--- src/rtl/decrypt_pkg.sv ---
// decrypt_pkg: shared state encoding, default parameters and sizing helpers
package decrypt_pkg;
  typedef enum logic [1:0] {IDLE, RUN, DONE} state_e;
  localparam int DEF_DATA_W = 61;
  localparam int DEF_KEY_W = 11;
  localparam int DEF_TAG_W = 6;
  localparam int DEF_SLICE_W = 16;
  localparam logic [5:0] DEF_INV_PAT = 6'b010110;
  function automatic int nslice(input int dw, input int sw);
    return (dw + sw - 1) / sw;
  endfunction
  function automatic int ncopy(input int dw, input int kw);
    return (dw + kw - 2) / kw;
  endfunction
endpackage

--- src/rtl/decrypt_function_serial_key_mask_gen.sv ---
// key_mask_gen: tiles the key (optionally inverted per copy) into a DATA_W-1 bit mask, zero-extended
module key_mask_gen
  import decrypt_pkg::*;
#(
  parameter int KEY_W = DEF_KEY_W,
  parameter int DATA_W = DEF_DATA_W,
  parameter logic [ncopy(DATA_W, KEY_W)-1:0] INV_PAT = DEF_INV_PAT
) (
  input  logic [KEY_W-1:0]  key_i,
  output logic [DATA_W-1:0] mask_o
);
  localparam int NC = ncopy(DATA_W, KEY_W);
  logic [NC*KEY_W-1:0] rep;
  for (genvar i = 0; i < NC; i++) begin : g_copy
    assign rep[i*KEY_W +: KEY_W] = key_i ^ {KEY_W{INV_PAT[i]}};
  end
  // the top copy is truncated by keeping only the low DATA_W-1 bits
  assign mask_o = {1'b0, (DATA_W-1)'(rep)};
endmodule

--- src/rtl/decrypt_function_serial.sv ---
// decrypt_function_serial: slice-serial payload +/- key mask with valid/ready handshakes
module decrypt_function_serial
  import decrypt_pkg::*;
#(
  parameter int DATA_W = DEF_DATA_W,
  parameter int KEY_W = DEF_KEY_W,
  parameter int TAG_W = DEF_TAG_W,
  parameter int SLICE_W = DEF_SLICE_W,
  parameter logic [ncopy(DATA_W, KEY_W)-1:0] INV_PAT = DEF_INV_PAT
) (
  input  logic                            Clk,
  input  logic                            Rst,
  input  logic [DATA_W+KEY_W+TAG_W-1:0]   data_in,
  input  logic                            op_add,
  input  logic                            in_valid,
  output logic                            in_ready,
  output logic                            out_valid,
  input  logic                            out_ready,
  output logic [DATA_W-1:0]               res_out,
  output logic [DATA_W-2:0]               msg_out,
  output logic [TAG_W-1:0]                tag_out
);
  localparam int NS = nslice(DATA_W, SLICE_W);
  localparam int PW = NS * SLICE_W;
  localparam int IW = $clog2(NS + 1);
  state_e state_q;
  logic [PW-1:0] pay_q, mask_q, acc_q, acc_d;
  logic [DATA_W-1:0] mask, res_q;
  logic [TAG_W-1:0] tag_q, tag_out_q;
  logic [IW-1:0] idx_q;
  logic op_q, cy_q, out_valid_q;
  logic [SLICE_W:0] sl;
  key_mask_gen #(.KEY_W(KEY_W), .DATA_W(DATA_W), .INV_PAT(INV_PAT)) u_mask (
    .key_i(data_in[TAG_W +: KEY_W]),
    .mask_o(mask)
  );
  // operands shift right each slice; results enter at the top so slice 0 lands at the LSB
  always_comb begin
    sl = op_q ? {1'b0, pay_q[SLICE_W-1:0]} + {1'b0, mask_q[SLICE_W-1:0]} + {{SLICE_W{1'b0}}, cy_q}
              : {1'b0, pay_q[SLICE_W-1:0]} - {1'b0, mask_q[SLICE_W-1:0]} - {{SLICE_W{1'b0}}, cy_q};
    acc_d = PW'({sl[SLICE_W-1:0], acc_q} >> SLICE_W);
  end
  always_ff @(posedge Clk) begin
    if (Rst) begin
      state_q <= IDLE;
      pay_q <= '0;
      mask_q <= '0;
      acc_q <= '0;
      res_q <= '0;
      tag_q <= '0;
      tag_out_q <= '0;
      idx_q <= '0;
      op_q <= 1'b0;
      cy_q <= 1'b0;
      out_valid_q <= 1'b0;
    end else begin
      case (state_q)
        IDLE: if (in_valid) begin
          pay_q <= PW'(data_in[TAG_W+KEY_W +: DATA_W]);
          mask_q <= PW'(mask);
          tag_q <= data_in[TAG_W-1:0];
          op_q <= op_add;
          idx_q <= '0;
          cy_q <= 1'b0;
          state_q <= RUN;
        end
        RUN: if (idx_q == IW'(NS)) begin
          res_q <= acc_q[DATA_W-1:0];
          tag_out_q <= tag_q;
          out_valid_q <= 1'b1;
          state_q <= DONE;
        end else begin
          acc_q <= acc_d;
          pay_q <= pay_q >> SLICE_W;
          mask_q <= mask_q >> SLICE_W;
          cy_q <= sl[SLICE_W];
          idx_q <= idx_q + 1'b1;
        end
        DONE: if (out_ready) begin
          out_valid_q <= 1'b0;
          state_q <= IDLE;
        end
        default: state_q <= IDLE;
      endcase
    end
  end
  assign in_ready = state_q == IDLE;
  assign out_valid = out_valid_q;
  assign res_out = res_q;
  assign msg_out = res_q[DATA_W-1:1];
  assign tag_out = tag_out_q;
endmodule

--- config.mk ---
export PLATFORM = sky130hd
export DESIGN_NAME = decrypt_function_serial
export DESIGN_NICKNAME = d
export VERILOG_FILES = /design/src/rtl/decrypt_pkg.sv /design/src/rtl/decrypt_function_serial_key_mask_gen.sv /design/src/rtl/decrypt_function_serial.sv
export SDC_FILE = /design/constraint.sdc
export NUM_CORES = 1
export LEC_CHECK = 0
export CAP_MARGIN = 20
export CORE_ASPECT_RATIO = 0.6
export CORE_MARGIN = 2
export CORE_UTILIZATION = 49
export CTS_BUF_LIST = sky130_fd_sc_hd__clkbuf_8
export CTS_CLUSTER_DIAMETER = 150
export DETAILED_ROUTE_END_ITERATION = 7
export HOLD_SLACK_MARGIN = 0.08
export PLACE_DENSITY = 0.78
export SLEW_MARGIN = 5
export SYNTH_ARGS = -nofsm -noshare
export SYNTH_HDL_FRONTEND = slang
export SYNTH_SLANG_ARGS = --single-unit
--- constraint.sdc ---
create_clock -name Clk -period 2.4 [get_ports Clk]
set_input_delay 0.48 -clock Clk [delete_from_list [all_inputs] [get_ports Clk]]
set_output_delay 0.48 -clock Clk [all_outputs]
set_load 0.1 [all_outputs]
After elaboration in Yosys (flattened, before gate mapping)
Index checks and enable logic that the tools add are counted.
{"block": "op_classes", "n_addsub": 5, "n_eq_ne": 7, "muxes": 20, "bitwise_logic": 2, "n_reduce_logical": 9}
{"cell": "64-bit two-way mux", "n": 4}
{"cell": "64-bit case mux with 2 select lines", "n": 2}
{"cell": "16-bit by 16-bit adder with 17-bit output", "n": 1}
{"cell": "17-bit by 1-bit adder with 17-bit output", "n": 1}
{"cell": "17-bit two-way mux", "n": 1}
{"cell": "16-bit by 16-bit subtractor with 17-bit output", "n": 1}
{"cell": "17-bit by 1-bit subtractor with 17-bit output", "n": 1}
{"cell": "11-bit inverter", "n": 1}
{"cell": "3-bit AND reduction", "n": 3}
{"cell": "2-bit inequality test (second input constant)", "n": 4}
{"cell": "2-bit two-way mux", "n": 3}
{"cell": "3-bit two-way mux", "n": 2}
{"cell": "2-bit case mux with 3 select lines", "n": 1}
{"cell": "3-bit case mux with 2 select lines", "n": 1}
{"cell": "2-bit AND reduction", "n": 3}
{"cell": "1-bit two-way mux", "n": 4}
{"cell": "1-bit case mux with 2 select lines", "n": 2}
{"cell": "2-bit nonzero test", "n": 2}
{"cell": "3-bit by 1-bit adder with 3-bit output (second input constant)", "n": 1}
{"cell": "3-bit == test (second input constant)", "n": 1}
{"cell": "2-bit by 1-bit == test with 1-bit output (second input constant)", "n": 1}
{"cell": "2-bit == test (second input constant)", "n": 1}
{"cell": "2-bit zero test", "n": 1}
{"cell": "1-bit inverter", "n": 1}
{"block": "word_totals", "regBits": 273, "output_inout_bits": 129}

Depth between registers and ports, before layout
Gate-level depths: netlist of run 1.
{"block": "logic_depth", "depth_word": 5, "ltp_mapped": 11, "mapped_depth_nobuf": 11}

Modules after synthesis
Synthesis of run 1 repeated with hierarchy kept, for this count alone.
{"block": "unflattened", "cells_unflattened": 1562, "hier_area_um2": 12464.5}
{"mod": "decrypt_function_serial", "n_inst": 1, "cells_per_inst": 1500, "area_each_um2": 12044.1, "seq_area_each_um2": 5345.1}
{"mod": "key_mask_gen", "n_inst": 1, "cells_per_inst": 62, "area_each_um2": 420.4, "seq_area_each_um2": 0.0}

Worst setup path after synthesis of run 1
No wires, ideal clock.
{"block": "synth_timing", "path_type": "reg-to-reg", "startpoint": "reg state_q[1]", "endpoint": "reg pay_q[48]", "setup_time_ns": 0.065, "arrival_time_ns": 2.603, "required_ns": 2.335, "path_slack_ns": -0.268, "path_stages_with_launch": 7, "path_buffers": 2, "cell_sequence": "dfxtp_1 -> nor2_1 -> and2_1 -> clkbuf_1 -> clkbuf_1 -> a22oi_1 -> nor2_1"}
{"block": "synth_between", "elab_chain_cells": 3, "elab_cells_between_ends": 7}
{"element": "start: declaration", "line_no": "decrypt_function_serial.sv:26", "source": "state_e state_q;"}
{"element": "start signal: assignment", "line_no": "decrypt_function_serial.sv:45", "source": "state_q <= IDLE;"}
{"element": "start signal: assignment", "line_no": "decrypt_function_serial.sv:65", "source": "state_q <= RUN;"}
{"element": "start signal: assignment", "line_no": "decrypt_function_serial.sv:71", "source": "state_q <= DONE;"}
{"element": "2-bit zero test (*)"}
{"element": "via in_ready", "line_no": "decrypt_function_serial.sv:16", "source": "output logic in_ready,"}
{"element": "2-bit inequality test (no source line) / 2-bit nonzero test (equally long branches)"}
{"element": "3-bit AND reduction (no source line)"}
{"element": "end signal: assignment", "line_no": "decrypt_function_serial.sv:59", "source": "pay_q <= PW'(data_in[TAG_W+KEY_W +: DATA_W]);"}
{"element": "end signal: assignment", "line_no": "decrypt_function_serial.sv:74", "source": "pay_q <= pay_q >> SLICE_W;"}
{"element": "end: declaration", "line_no": "decrypt_function_serial.sv:27", "source": "logic [PW-1:0] pay_q, mask_q, acc_q, acc_d;"}
The timed path passes the listed nets; every way through them passes the cells marked *.
A chain may end at the register's enable or synchronous reset.

Final worst setup path of run 1
{"block": "layout_timing", "startpoint": "reg cy_q", "endpoint": "reg acc_q[62]"}
{"block": "layout_between", "elab_chain_cells": 2, "elab_cells_between_ends": 3}
{"element": "start: declaration", "line_no": "decrypt_function_serial.sv:31", "source": "logic op_q, cy_q, out_valid_q;"}
{"element": "start signal: assignment", "line_no": "decrypt_function_serial.sv:76", "source": "cy_q <= sl[SLICE_W];"}
{"element": "17-bit by 1-bit subtractor with 17-bit output / 17-bit by 1-bit adder with 17-bit output (equally long branches)", "line_no": "decrypt_function_serial.sv:40, decrypt_function_serial.sv:39"}
{"element": "17-bit two-way mux (*)", "line_no": "decrypt_function_serial.sv:39", "source": "sl = op_q ? {1'b0, pay_q[SLICE_W-1:0]} + {1'b0, mask_q[SLICE_W-1:0]} + {{SLICE_W{1'b0}}, cy_q}"}
{"element": "end signal: assignment", "line_no": "decrypt_function_serial.sv:48", "source": "acc_q <= '0;"}
{"element": "end signal: assignment", "line_no": "decrypt_function_serial.sv:73", "source": "acc_q <= acc_d;"}
{"element": "end: declaration", "line_no": "decrypt_function_serial.sv:27"}
Mark *: on every way between the ends. The rest lies on a longest branch, timed or not.

==> results of run 1 <==
==> area by class of cell <==
cell class / count / area, um2
Inverter: 57 / 214
Timing Repair Buffer: 340 / 2940
Sequential cell: 266 / 5340
Fill cell: 2034 / 8380
Clock buffer: 47 / 647
Tap cell: 322 / 403
Multi-Input combinational cell: 988 / 6040
Clock inverter: 17 / 150
==> per-stage QoR <==
stage	std cells	hold WS [ns]	power, mW	worst slack, ns
after floorplan	1474	0.427	6.10	-0.0283
after global placement	1955	0.436	6.95	-0.219
after detailed placement	1955	0.439	6.98	-0.346
after CTS	2033	0.441	10.9	-0.207
after global routing	2037	0.462	11.5	-0.357
final	2037	0.446	11.1	-0.269
==> per-layer routing <==
layer / vias up / routed length [um] / global-route usage (%)
met5: - / 0 / 0
met4: 0 / 390 / 5.13
met3: 41 / 4090 / 9.36
met2: 486 / 14800 / 37.5
met1: 5514 / 16700 / 40.4
li1: 5486 / - / -
==> worst max-delay path, delay by kind of cell (launching register included) <==
family / cells / cell delay (ns)
compound gates: 4 / 0.88
fa+ha+maj: 2 / 0.56
simple gates: 2 / 0.39
flops: 1 / 0.36
xor+xnor: 1 / 0.23
buf+inv: 2 / 0.11
==> registers in the layout, indices dropped and copies added, names as in the netlist <==
signal,count
acc_q,64
cy_q,1
idx_q,3
mask_q,60
op_q,1
out_valid,1
pay_q,61
res_out,61
state_q,2
tag_out,6
tag_q,6
==> logic make-up (layout without fill, tap and decap cells) <==
logic type	after synthesis	in the layout	synth area share (%)
AND/OR/NAND/NOR	532	532	17.9
buffers and inverters	220	461	8.94
adder cells (fa/ha/maj)	51	51	5.58
AO/OA/AOI/OAI	380	380	21.2
multiplexers	6	6	0.501
XOR/XNOR	19	19	1.39
flip-flops	266	266	44.4
==> layout by cell type, fill, tap and decap left out, types with 6 or more instances in the layout <==
master,synthesis,layout
xnor2_1,16,14
a22oi_1,19,19
inv_1,57,62
buf_6,0,8
a21oi_1,189,180
a311oi_1,28,26
nor2_1,138,133
o21ai_0,21,13
buf_12,0,12
buf_4,60,238
dfxtp_1,266,260
inv_2,0,6
mux2i_1,6,6
o21ai_1,4,7
nor3_1,24,22
clkdlybuf4s50_1,0,81
clkbuf_8,0,48
o211ai_1,24,24
a222oi_1,45,45
ha_4,0,7
a21oi_2,2,7
nand2_1,331,327
ha_1,47,35
==> how the worst max path moves through the flow <==
stage / from / endpoint / slack, ns / cells past startpoint
after global routing: pay_q[0] / acc_q[60] / -0.36 / 11
after floorplan: mask_q[0] / acc_q[62] / -0.03 / 11
final: cy_q / acc_q[62] / -0.27 / 11
after detailed placement: cy_q / acc_q[62] / -0.35 / 11
after global placement: cy_q / acc_q[62] / -0.22 / 11
after CTS: pay_q[0] / acc_q[62] / -0.21 / 11
==> report_power, final <==
part	switching (mW)	total (mW)	internal [mW]	leakage, nW
clock	1.74	3.83	2.09	0.451
sequential	0.157	4.78	4.63	2.17
combinational	1.31	2.43	1.13	3.65
==> what timing repair did <==
action,CTS,global route
pin swaps,29,23
setup buffers,14,7
resized for setup,37,58
endpoints found under the setup margin,9,14
==> flow_metrics.tcl, run 1 <==
set metrics [dict create \
    critPathLaunchType "flop" \
    min_path_cells 2 \
    synth_cell_types 63 \
    synthCells 1474 \
    antenna_found_initial 1 \
    worst_slack_ns -0.269 \
    p_leak_nw 6.27 \
    worstPathRequired_ns 2.81 \
    slew_headroom_pct 38.4 \
    via_count 11500 \
    cp.arrival_ns 3.08 \
    min_path_type "flop to flop" \
    ys_seq_elements 266 \
    drc 36 \
    nets 1828 \
    status "finished, violations left" \
    dpl_cell_area_mm2 0.0144 \
    reg2reg_from "cy_q" \
    die-area_mm2 0.0258 \
    max_slew.worst_pin.slew_ns 0.918 \
    postSynth.asyncResetShare_pct 0 \
    area_delta_synth_final_pct 31.3 \
    synth_area_leaders "dfxtp_1, nand2_1, a21oi_1" \
    clock_latency_ns 0.56 \
    grt_max_degree 79 \
    crit_fanout 3 \
    clk_pin_slew_worst_paths_ns 0.07 \
    ios 212 \
    syn-cell-area_mm2 0.0120 \
    ys.flop_type "dfxtp_1" \
    grt_pass1_wl_um 55700 \
    antenna_cells 0 \
    io_buffers 211 \
    violations "DRC, setup timing" \
    yosys.area.top_type "dfxtp_1" \
    via_per_inst 5.66 \
    clockRootBuffer "clkbuf_8" \
    skew_ns 0.0155 \
    ys_warn_count 0 \
    finalHoldViolations 0 \
    routed_wl_um 36000 \
    slowest_stage "dfxtp_4" \
    rsz0062_at_grt "true" \
    final_max_slew_viol_count 0 \
    track_usage_pct 27.0 \
    grt_pass1_vias 10600 \
    p_per_area_mw_per_mm2 702 \
    setup_tns_ns -1.34 \
    r2r_slack_ns -0.27 \
    synth_common_cells "nand2_1, dfxtp_1, a21oi_1" \
    layout_min_cycle_time_ns 2.67 \
    syn-mean-instance-area_um2 8.13 \
    synth_edf_count 0 \
    cts_max_path_buffers 3 \
    antenna_left 0 \
    post-route-util_pct 65.3 \
    clkSinkCount 266 \
    avgRoutedWirePerCell_um 17.7 \
    fin_area_mm2 0.0157 \
    setup_viol 9 \
    gp_congestion 0.932 \
    ys_seq_area_share_pct 44.4 \
    cpMostUsedCell "fa_2" \
    synth_most_common_cell "nand2_1" \
    cp_cell_sequence "inv_1 -> fa_2 -> inv_2 -> fa_2 -> nor2b_4 -> o311a_4 -> o31a_1 -> nor3_4 -> o31ai_4 -> xnor2_1 -> a311oi_2" \
    reg2regPathDepth 11 \
    drive_gt1_share_pct 23.6 \
    drt_pre_antenna_iters 8 \
    timing.fmax_ghz 0.375 \
    die_w_um 206 \
    worstReg2RegEnd "acc_q[62]" \
    cts_max_level 2 \
    rows 44 \
    hp-start "acc_q[63]" \
    synth_top_area_share_pct 44.4 \
    worstSetupPathType "flop to flop" \
    cap_viol_max_count 0 \
    fin_crit_sh_pct 111 \
    cts-buffers-inserted 41 \
    coreArea_mm2 0.0241 \
    hpwl_um 25100 \
    die_y_um 125 \
    dr.first_iter.drc_count 1162 \
    ir_drop_uv 524 \
    initial_utilization_pct 49.7 \
    syn_nets 1608 \
    crit_path_max_incr_delay_ns 0.36 \
    holdPathEnd "acc_q[47]" \
    cts_tree "built" \
    grt_overflow 0 \
    cts_hold_buf 0 \
    cp-end-kind "flop" \
]
No activity file was read; power rests on OpenSTA's default activity.
==> run 2: changes to the inputs <==
Settings changed: ABC_AREA set to 1, CORE_UTILIZATION 49 to 50, PLACE_DENSITY 0.78 to 0.79.
==> run 2 against run 1 <==
Against the previous run:
- the run now ends clean
- worst hold slack lost 0.019 ns
- register-to-register slack gained 0.41 ns
- wire length shrank 2.5%
- synthesized cell count grew 18%
- critical path type unchanged
==> flow_metrics.tcl, run 2 <==
set metrics [dict create \
    cts_max_path_buffers 3 \
    dpl_cell_area_mm2 0.0142 \
    drt_pre_antenna_iters 6 \
    finalPower_mw 10.6 \
    cp.arrival_ns 2.72 \
    seq_power_share_pct 46.5 \
    fin_crit_sh_pct 94.0 \
    cts_setup_buffers 0 \
    timing.fmax_ghz 0.443 \
    fillerInstances 2207 \
    synth_edf_count 0 \
    ios 212 \
    min_path_type "input port to flop" \
    cts_tree "built" \
    synth_most_common_cell "nand2_1" \
    rows 44 \
    cts_resized 0 \
    switchingPower_mw 3.34 \
    synth_top_area_share_pct 43.2 \
    die-area_mm2 0.0260 \
    layout_min_cycle_time_ns 2.26 \
    die_w_um 207 \
    finalHoldViolations 0 \
    die_y_um 126 \
    ys_seq_elements 266 \
    layout_commonest_cell "nand2_1" \
    max_slew.worst_pin.slew_ns 1.00 \
    grt_pass1_vias 10900 \
    top_register "acc_q" \
    grt_overflow 0 \
    p_per_area_mw_per_mm2 707 \
    cts-buffers-inserted 39 \
    largest_register_ffs 64 \
    synth_area_leaders "dfxtp_1, nand2_1, nor2_1" \
    ys_seq_area_share_pct 43.2 \
    antenna_left 0 \
    dp_slack_ns 0.0473 \
    syn_nets 1879 \
    slew_headroom_pct 32.3 \
    worstSetupPathType "flop to flop" \
    rsz0062_at_grt "true" \
    track_usage_pct 27.1 \
    ys.flop_type "dfxtp_1" \
    worstPathRequired_ns 2.86 \
    reg2regPathDepth 16 \
    gp_congestion 0.961 \
    drc 0 \
    synth_common_cells "nand2_1, nor2_1, dfxtp_1" \
    cts_max_level 2 \
    post-route-util_pct 61.7 \
    cp-end-kind "flop" \
    switching_share_pct 31.5 \
    clkSinkCount 266 \
    cap_viol_max_count 0 \
    hpwl_um 25500 \
    dp_cells 2189 \
    area_delta_synth_final_pct 21.2 \
    dr.first_iter.drc_count 1131 \
    drive_gt1_share_pct 14.6 \
    antenna_found_initial 0 \
    worstReg2RegEnd "acc_q[58]" \
    via_count 11800 \
    hold_ws_ns 0.427 \
    crit_start "mask_q[0]" \
    crit_fanout 3 \
    setup_tns_ns 0 \
    yosys.area.top_type "dfxtp_1" \
    cts_hold_buf 0 \
    initial_utilization_pct 50.9 \
    reg2reg_from "mask_q[0]" \
    antenna_cells 0 \
    p_int_mw 7.24 \
    crit_end "acc_q[58]" \
    via_per_inst 5.24 \
    grt_pass1_wl_um 56500 \
    synth_cell_types 31 \
    avgRoutedWirePerCell_um 15.6 \
    nets 2042 \
    critPathLaunchType "flop" \
    synthCells 1745 \
    ys_warn_count 0 \
    status "finished, final reports clean" \
    io_buffers 211 \
    final_max_slew_viol_count 0 \
    skew_ns 0.0432 \
    syn-mean-instance-area_um2 7.07 \
    worst_slack_ns 0.143 \
    clockRootBuffer "clkbuf_8" \
    stdcell_count 2252 \
    r2r_slack_ns 0.14 \
    clockPowerShare_pct 32.0 \
    coreArea_mm2 0.0242 \
    clock_latency_ns 0.57 \
    clk_pin_slew_worst_paths_ns 0.07 \
    grt_max_degree 100 \
    setup_viol 0 \
    postSynth.asyncResetShare_pct 0 \
    power_frac_comb_pct 21.5 \
    routed_wl_um 35100 \
    final_cell_mix "nand2_1, nor2_1, dfxtp_1" \
    hp-start "Rst" \
    p_leak_nw 7.02 \
    syn-cell-area_mm2 0.0123 \
    ir_drop_uv 469 \
    fin_area_mm2 0.0150 \
]
run 2: final cells by class:
| type | instances | area [um2] | share of cell area [%] |
|---|---|---|---|
| multi-input combinational | 1180 | 5670 | 37.9 |
| sequential | 266 | 5330 | 35.6 |
| timing repair buffer | 274 | 2310 | 15.4 |
| clock buffer | 44 | 606 | 4.05 |
| inverter | 147 | 554 | 3.71 |
| tap | 322 | 403 | 2.69 |
| clock inverter | 19 | 88.8 | 0.594 |
run 2: power groups by stage:
stage          registers [mW]  logic, mW  clock network (mW)
2_1_floorplan            4.94       1.49                   0
4_1_cts                  4.91       2.21                3.44
5_1_grt                  4.94       2.56                3.65
6_report                 4.92       2.28                3.39
3_5_place_dp             5.01       2.20                   0
3_3_place_gp             4.99       2.17                   0
run 2: how the worst min path moves through the flow:
stage	endpoint	depth (start not counted)
after floorplan	mask_q[59]	2
after global routing	mask_q[16]	4
after global placement	mask_q[25]	2
after detailed placement	pay_q[57]	2
final	mask_q[28]	4
after CTS	mask_q[18]	4
run 2: metal layers:
metal,track usage [%],vias up,share of wire (%)
li1,-,5836,-
met1,41.2,5460,49
met4,5.51,0,1.2
met2,37.9,451,40
met5,0,-,0
met3,7.58,43,10
run 2: cells by family (layout without fill, tap and decap cells):
family,count (synthesis),in the layout,share of synthesized area [%]
AO/OA/AOI/OAI,359,359,15.2
XOR/XNOR,7,7,0.497
adder cells (fa/ha/maj),51,51,5.42
buffers and inverters,299,484,11.4
flip-flops,266,266,43.2
AND/OR/NAND/NOR,763,763,24.4
run 2: critical path, stage by stage, from the launching register on:
cell	delay, ns
dfxtp_1	0.39
inv_1	0.08
fa_1	0.40
inv_2	0.07
fa_2	0.20
nand2_1	0.07
nand2_2	0.09
nand3_2	0.09
nand2_1	0.11
buf_4	0.13
nand2_1	0.07
nand2_1	0.06
nand2_1	0.04
nand3_1	0.12
nand3_1	0.10
nand2_1	0.07
inv_1	0.04
==> run 3: changes to the inputs <==
Settings changed: PLACE_DENSITY 0.79 to unset, PLACE_DENSITY_LB_ADDON set to 0.08.
==> run 3 against run 2 <==
Against the previous run:
- sequential power about the same
- die area unchanged
- critical path depth unchanged
- clock-buffer cell count decreased by 2
- critical path type unchanged
- global-route usage increased by 1.0 points
- setup slack improved by 0.0092 ns
- flip-flop and latch count unchanged
==> flow_metrics.tcl, run 3 (same netlist as run 2, synthesis figures left out) <==
set metrics [dict create \
    status "finished, final reports clean" \
    critPathBufInv 4 \
    io_buffers 211 \
    track_usage_pct 28.1 \
    setup_tns_ns 0 \
    dr.first_iter.drc_count 1157 \
    routed_wl_um 36700 \
    max_slew.worst_pin.slew_ns 0.780 \
    crit_fanout 2 \
    antenna_left 0 \
    via_count 11700 \
    ios 212 \
    nets 2047 \
    largest_register_ffs 64 \
    layout_commonest_cell "nand2_1" \
    critPathTopFamily "simple AND/OR/NAND/NOR gates" \
    worstPathRequired_ns 2.85 \
    grt_pass1_vias 10700 \
    die-area_mm2 0.0260 \
    cts_tree "built" \
    final_cell_mix "nand2_1, nor2_1, dfxtp_1" \
    cpMostUsedCell "nand2_1" \
    p_leak_nw 7.08 \
    timing.fmax_ghz 0.445 \
    gp_congestion 0.922 \
    rows 44 \
    die_y_um 126 \
    setup_viol 0 \
    slowest_stage "fa_1" \
    clockRootBuffer "clkbuf_8" \
    cp-end-kind "flop" \
    skew_ns 0.0269 \
    die_w_um 207 \
    top_register "acc_q" \
    antenna_cells 0 \
    fin_crit_sh_pct 93.7 \
    cap_viol_max_count 0 \
    clkSinkCount 266 \
    cp.arrival_ns 2.70 \
    clock_latency_ns 0.56 \
    hpwl_um 26200 \
    area_delta_synth_final_pct 22.7 \
    grt_overflow 0 \
    coreArea_mm2 0.0242 \
    p_per_area_mw_per_mm2 717 \
    cts_max_path_buffers 3 \
    drive_gt1_share_pct 15.7 \
    crit_path_max_incr_delay_ns 0.41 \
    cp_cell_sequence "inv_1 -> fa_1 -> inv_1 -> fa_2 -> nand2_1 -> nand2_2 -> nand3_1 -> nand2_1 -> buf_4 -> nand2_1 -> nand2_1 -> nand2_1 -> nand3_1 -> nand3_1 -> nand2_1 -> inv_1" \
    critPathLaunchType "flop" \
    min_path_type "flop to flop" \
    drt_pre_antenna_iters 5 \
    cts_max_level 2 \
    initial_utilization_pct 50.9 \
    avgRoutedWirePerCell_um 16.2 \
    worst_slack_ns 0.152 \
    grt_pass1_wl_um 57600 \
    final_max_slew_viol_count 0 \
    antenna_found_initial 0 \
    rsz0062_at_grt "false" \
    clk_pin_slew_worst_paths_ns 0.07 \
    grt_max_degree 121 \
    dp_slack_ns 0.0923 \
    ir_drop_uv 406 \
    via_per_inst 5.18 \
    worstSetupPathType "flop to flop" \
    cts-buffers-inserted 39 \
    finalHoldViolations 0 \
    layout_min_cycle_time_ns 2.25 \
    slew_headroom_pct 47.4 \
    drc 0 \
]
[run 3: changes by cell type in the layout (fill, tap and decap cells not counted), sizes merged]
cell / change
buf: +5
inv: +2
clkinv: +3
clkbuf: -2
bufinv: +1
[run 3: layer usage]
metal,wire (um),vias to the layer above,part of all wire [%],track usage (%)
met2,14000,380,38,36.9
met5,0,-,0,0
li1,-,5845,-,-
met1,19100,5451,52,45.4
met3,3240,30,8.8,7.30
met4,328,0,0.89,4.92
[run 3: final cells by class]
| type | count | area (um2) |
|---|---|---|
| multi-input cells | 1180 | 5750 |
| well taps | 322 | 403 |
| inverters | 147 | 556 |
| clock buffers | 42 | 578 |
| flip-flops and latches | 266 | 5340 |
| fillers | 2294 | 9090 |
| clock inverters | 25 | 141 |
| repair buffers | 279 | 2370 |
[run 3: worst min-delay path, delay by kind of cell, from the launching register on]
family | cells | cell delay, ns
AOI/OAI and AO/OA | 1 | 0.06
and+or+nand+nor | 1 | 0.06
DFF | 1 | 0.31
[run 3: final timing paths]
path,start,end,slack [ns],cells after the start
max,pay_q[0],acc_q[58],0.15,16
min reg2reg,mask_q[32],mask_q[16],0.46,2
max reg2reg,pay_q[0],acc_q[58],0.15,16
min,mask_q[32],mask_q[16],0.46,2
[run 3: repair_timing]
item	4_1_cts	5_1_grt
hold buffers	0	0
buffers inserted	0	1
resized for setup	0	33
setup endpoints to repair	0	8
[run 3: metrics by stage]
stage               hold WS (ns)  util (%)  power, mW  area (um2)  cells
finish                     0.463      62.5       10.8       15100   2261
global route               0.470      62.5       11.4       15100   2261
CTS                        0.452      61.9       10.7       15000   2260
detailed placement         0.455      58.9       7.26       14300   2193
global placement           0.449      58.9       7.23       14300   2193
floorplan                  0.437         -       6.43       12300   1745
[run 3: report_power, final]
group          total, mW  internal, mW  switching [mW]
clock               3.52          1.73            1.79
sequential          4.94          4.71           0.231
combinational       2.38         0.934            1.44
total               10.8          7.38            3.46
==> RTL edit 1: new RTL, flow settings as in run 1 <==
Change the package constant `DEF_TAG_W` from 6 to 12.
--- a/src/rtl/decrypt_pkg.sv
+++ b/src/rtl/decrypt_pkg.sv
@@ -3,7 +3,7 @@
   typedef enum logic [1:0] {IDLE, RUN, DONE} state_e;
   localparam int DEF_DATA_W = 61;
   localparam int DEF_KEY_W = 11;
-  localparam int DEF_TAG_W = 6;
+  localparam int DEF_TAG_W = 12;
   localparam int DEF_SLICE_W = 16;
   localparam logic [5:0] DEF_INV_PAT = 6'b010110;
   function automatic int nslice(input int dw, input int sw);
Interface: changed (resized data_in and tag_out); port bits go from 212 to 224. No check against the original RTL was run, so the function may have changed too.
==> RTL edit 1 against run 1 <==
  * The flow finishes with violations (negative setup slack)
  * Routed wire length fell by 1.6%
  * Synthesized cell count up 3.7%
  * Worst setup slack better by 0.034 ns
  * Design area grew 1.2%
  * Core utilization is 1.7 points lower
  * Via count is 0.56% higher
  * Count of clock-buffer cells in the layout up 2
  * Sequential cell count is 12 higher
  * Total power down 0.45%
  * Synthesized area grew 3.4%
  * First-iteration DRC count grew 17%
  * Combinational power fell by 5%
  * Largest power group unchanged
  * Highest routed layer unchanged
==> RTL edit 1: results (changes against run 1) <==
- Synth top area cells: dfxtp_1, nand2_1, a21oi_1 (unchanged)
- Met2 usage: 0.373 (was 0.375)
- Final net count: 1875 (was 1828)
- Largest vdd supply drop: 0.389 mV (was 0.524 mV)
- Post-CTS Repair Setup Buffers: 3 (was 14)
- Outcome: finished, violations left (unchanged)
- Worst Slack Setup Final: -0.235 ns (was -0.269 ns)
- H-tree levels: 2 (unchanged)
- Post-DP Area: 14900 sq um (was 14400 sq um)
- Post-Synth XOR/XNOR Area: 0.0120 (was 0.0139)
- Cells after Synth: 1529 (was 1474)
- Post-synth cell types: 63 (unchanged)
- Post-Synth Adder-Cell Area: 0.0539 (was 0.0558)
- Largest net degree at the start of global routing: 88 (was 79)
- CP Max Fanout: 5 (was 3)
- Reg2reg end: acc_q[58] (was acc_q[62])
- Post-synth ARST share: 0 (unchanged)
- Pre-CTS setup slack: -0.370 ns (was -0.346 ns)
- GP Congestion: 0.892 (was 0.932)
- Sequential fraction of the synthesis area: 0.449 (was 0.444)
- Inst Count DP: 2014 (was 1955)
- Routed wl met2: 14600 um (was 14800 um)
- Hold path start: Rst (was acc_q[63])
- M1 WL: 16900 um (was 16700 um)
- GRT met3 Usage: 0.0713 (was 0.0936)
- GRT Total Usage: 0.260 (was 0.270)
- Worst min-delay path class: primary input to register (was register to register)
- Endpoint, Worst Hold: acc_q[62] (was acc_q[47])
- Max-slew headroom: 0.564 (was 0.384)
- Layout cells sized above 1: 0.216 (was 0.236)
- Starting DRC count in detailed routing: 1364 (was 1162)
- CTS resizes: 26 (was 37)
- Via count: 11.6k (was 11.5k)
- Vias per inst: 5.54 (was 5.66)
- Worst R2R Setup Slack: -0.23 ns (was -0.27 ns)
- Failing checks: negative setup slack (was design-rule violations, negative setup slack)
- Synth cell count leaders: nand2_1, dfxtp_1, a21oi_1 (unchanged)
- Worst Setup SP: cy_q (unchanged)
- Synth Net Count: 1669 (was 1608)
- Antenna Cells: 0 (unchanged)
- Max reg flops: 64 (unchanged)
- Final setup viols: 8 (was 9)
- Max Clock Skew: 0.0236 ns (was 0.0155 ns)
- Dpl hpwl: 24700 um (was 25100 um)
- Mux contribution to synthesized area: 0.00323 (was 0.00501)
- Highest routed layer: met4 (unchanged)
- Vias in the first global route: 10.7k (was 10.6k)
- Antenna violations before repair: 0 (was 1)
- Routed wl met3: 3490 um (was 4090 um)
- Port-buffer cells: 223 (was 211)
- Worst-Skew Late Latency: 0.56 ns (about the same)
- First-pass GRT wire length: 55900 um (was 55700 um)
- DR WL/cell: 16.9 um (was 17.7 um)
- Compound-Gate Fraction of Synth Area: 0.209 (was 0.212)
- GRT met1 Usage: 0.389 (was 0.404)
- Static Leakage: 6.36 nW (was 6.27 nW)
## RTL edit 1: cell count changes in the layout (fill, tap and decap cells not counted), sizes merged, moves of 4 or more
| cell | before | now |
|---|---|---|
| a21o | 1 | 6 |
| a21oi | 191 | 203 |
| a311oi | 30 | 26 |
| buf | 258 | 241 |
| clkdlybuf4s50 | 81 | 87 |
| dfxtp | 266 | 278 |
| inv | 69 | 75 |
| nand2 | 331 | 347 |
| nand2b | 4 | 9 |
| nand3 | 6 | 12 |
| nor2 | 138 | 149 |
| o21ai | 25 | 15 |
| or3 | 3 | 10 |
## RTL edit 1: per-stage QoR
| step | total power [mW] | setup TNS (ns) | hold WS (ns) |
|---|---|---|---|
| CTS | 10.9 | -0.576 | 0.373 |
| global route | 11.6 | -2.34 | 0.418 |
| global placement | 7.10 | -1.31 | 0.436 |
| finish | 11.0 | -1.17 | 0.408 |
| detailed placement | 7.14 | -1.73 | 0.444 |
| floorplan | 6.33 | -0.0726 | 0.427 |
## RTL edit 1: worst max-delay path, cell delays in order (launching register included)
cell	delay, ns
dfxtp_4	0.39
inv_2	0.05
fa_2	0.37
inv_2	0.06
fa_2	0.18
nor2b_4	0.17
o221ai_4	0.14
a311oi_4	0.45
nor2_1	0.12
or3_1	0.32
a31oi_1	0.17
a211oi_2	0.09
## RTL edit 1: layout make-up
| class | instances | area, sq um |
|---|---|---|
| Clock buffer | 49 | 674 |
| Clock inverter | 23 | 97.6 |
| Fill cell | 2170 | 9140 |
| Inverter | 57 | 214 |
| Multi-Input combinational cell | 1028 | 6140 |
| Sequential cell | 278 | 5580 |
| Tap cell | 329 | 412 |
| Timing Repair Buffer | 329 | 2810 |
## RTL edit 1: where the power goes
group	total, mW	internal [mW]	switching (mW)
combinational	2.32	1.09	1.23
sequential	5.00	4.83	0.167
clock	3.68	1.85	1.83
==> RTL edit 2: new RTL, settings of run 1 <==
Made on the original files. Re-encode `state_e` (3 states) as one-hot, 3 bits wide.
--- a/src/rtl/decrypt_pkg.sv
+++ b/src/rtl/decrypt_pkg.sv
@@ -1,6 +1,6 @@
 // decrypt_pkg: shared state encoding, default parameters and sizing helpers
 package decrypt_pkg;
-  typedef enum logic [1:0] {IDLE, RUN, DONE} state_e;
+  typedef enum logic [2:0] {IDLE = 3'b001, RUN = 3'b010, DONE = 3'b100} state_e;
   localparam int DEF_DATA_W = 61;
   localparam int DEF_KEY_W = 11;
   localparam int DEF_TAG_W = 6;
Behaviour: same outputs for any inputs over 4 cycles, from zero or initial values and one cycle with Rst high; so few cycles prove little.
==> RTL edit 2 against run 1 <==
  * The run still ends with design-rule violations, negative setup slack left
  * Via count decreased by 3.9%
  * Synthesized area increased by 0.48%
  * Sequential cell count increased by 1
  * Design area decreased by 2.5%
  * Die area increased by 0.47%
  * Total power decreased by 4.5%
  * Sequential share of layout area increased by 1.0 points
  * Routed wire length decreased by 7.0%
  * Sequential power decreased by 0.8%
  * Worst setup slack improved by 0.24 ns
  * Critical endpoint is now acc_q[63]
  * Largest cell class unchanged
  * Largest power group unchanged
==> RTL edit 2: results (changes against run 1) <==
- Layout cells sized above 1: 0.216 (was 0.236)
- Post-synth cell types: 59 (was 63)
- Clock-cell share of area: 0.0485 (was 0.0507)
- GRT met1 Usage: 0.387 (was 0.404)
- CP Capture Point: acc_q[63] (was acc_q[62])
- Buffers outside the clock class: 306 (was 340)
- Post-DP Area: 14200 sq um (was 14400 sq um)
- Synth top area cells: dfxtp_1, nand2_1, a21oi_1 (unchanged)
- Worst Slack Setup Final: -0.0312 ns (was -0.269 ns)
- Routed wl met2: 14400 um (was 14800 um)
- Layout Utilization: 0.635 (was 0.653)
- GRT met3 Usage: 0.0527 (was 0.0936)
- Vias in the first global route: 10.2k (was 10.6k)
- First-pass GRT wire length: 52900 um (was 55700 um)
- Worst-path cell with the longest stage delay: dfxtp_2 (was dfxtp_4)
- Remaining DRCs: 13 (was 36)
- Clock buffer count from CTS: 39 (was 41)
- Worst Path Arrival: 2.86 ns (was 3.08 ns)
- Met2 usage: 0.364 (was 0.375)
- Starting DRC count in detailed routing: 1258 (was 1162)
- Sum Neg Setup Slack: -0.0632 ns (was -1.34 ns)
- Failing checks: design-rule violations, negative setup slack (unchanged)
- DR WL/cell: 16.6 um (was 17.7 um)
- Endpoint, Worst Hold: pay_q[41] (was acc_q[47])
- Antenna violations before repair: 0 (was 1)
- Cells after Synth: 1484 (was 1474)
- Largest net degree at the start of global routing: 107 (was 79)
- Vias per inst: 5.50 (was 5.66)
- FFs & Latches: 267 (was 266)
- Sequential fraction of the synthesis area: 0.444 (about the same)
- Routed wl met3: 2670 um (was 4090 um)
- Layout filler cell count: 2078 (was 2034)
- Slowest stage delay, CP: 0.34 ns (was 0.36 ns)
- Largest vdd supply drop: 0.345 mV (was 0.524 mV)
- Fraction of area in multi-input gates: 0.390 (was 0.384)
- Buffering overhead: 0.171 (was 0.187)
- Hold path start: Rst (was acc_q[63])
- GRT Total Usage: 0.252 (was 0.270)
- CP Max Fanout: 2 (was 3)
- M1 WL: 16100 um (was 16700 um)
- Static Leakage: 6.05 nW (was 6.27 nW)
- Max Clock Skew: 0.0322 ns (was 0.0155 ns)
- Register Area: 5360 sq um (was 5340 sq um)
- Synth cell count leaders: nand2_1, dfxtp_1, a21oi_1 (unchanged)
- Outcome: finished, violations left (unchanged)
- Max-slew headroom: 0.496 (was 0.384)
- R2r worst-path depth: 12 (was 11)
- Final setup viols: 3 (was 9)
- Via count: 11.1k (was 11.5k)
- GP Congestion: 0.927 (was 0.932)
- #MultiIn Comb: 995 (was 988)
- Dpl hpwl: 23300 um (was 25100 um)
- Synth Net Count: 1618 (was 1608)
- Number of non-clock inverters: 59 (was 57)
- Psw: 3.02 mW (was 3.21 mW)
-- RTL edit 2: changes by cell type after synthesis, sizes merged, moves of 4 or more --
cell    before  now
buf         85   89
nor3        25   17
o21ai       25   17
nor2       138  145
clkbuf      78   74
-- RTL edit 2: logic make-up after synthesis --
group / after synthesis / synth area share
DFF: 267 / 0.444
buffers and inverters: 222 / 0.0926
adders and majority gates: 51 / 0.0555
and+or+nand+nor: 549 / 0.186
xor gates and xnor gates: 18 / 0.0131
muxes: 6 / 0.00499
AOI/OAI and AO/OA: 371 / 0.203
-- RTL edit 2: power by group through the flow --
stage	Clock, mW	Combinational, mW	Sequential [mW]
2_1_floorplan	0	1.23	4.79
3_3_place_gp	0	1.93	4.82
5_1_grt	3.86	2.47	4.75
4_1_cts	3.64	2.02	4.73
3_5_place_dp	0	1.96	4.83
6_report	3.57	2.25	4.74
-- RTL edit 2: repair_timing --
item                                    CTS  global route
endpoints found under the setup margin   11            13
resized for setup                        24            59
buffers inserted                          2             4
gates cloned                              0             0
pin swaps                                12            16
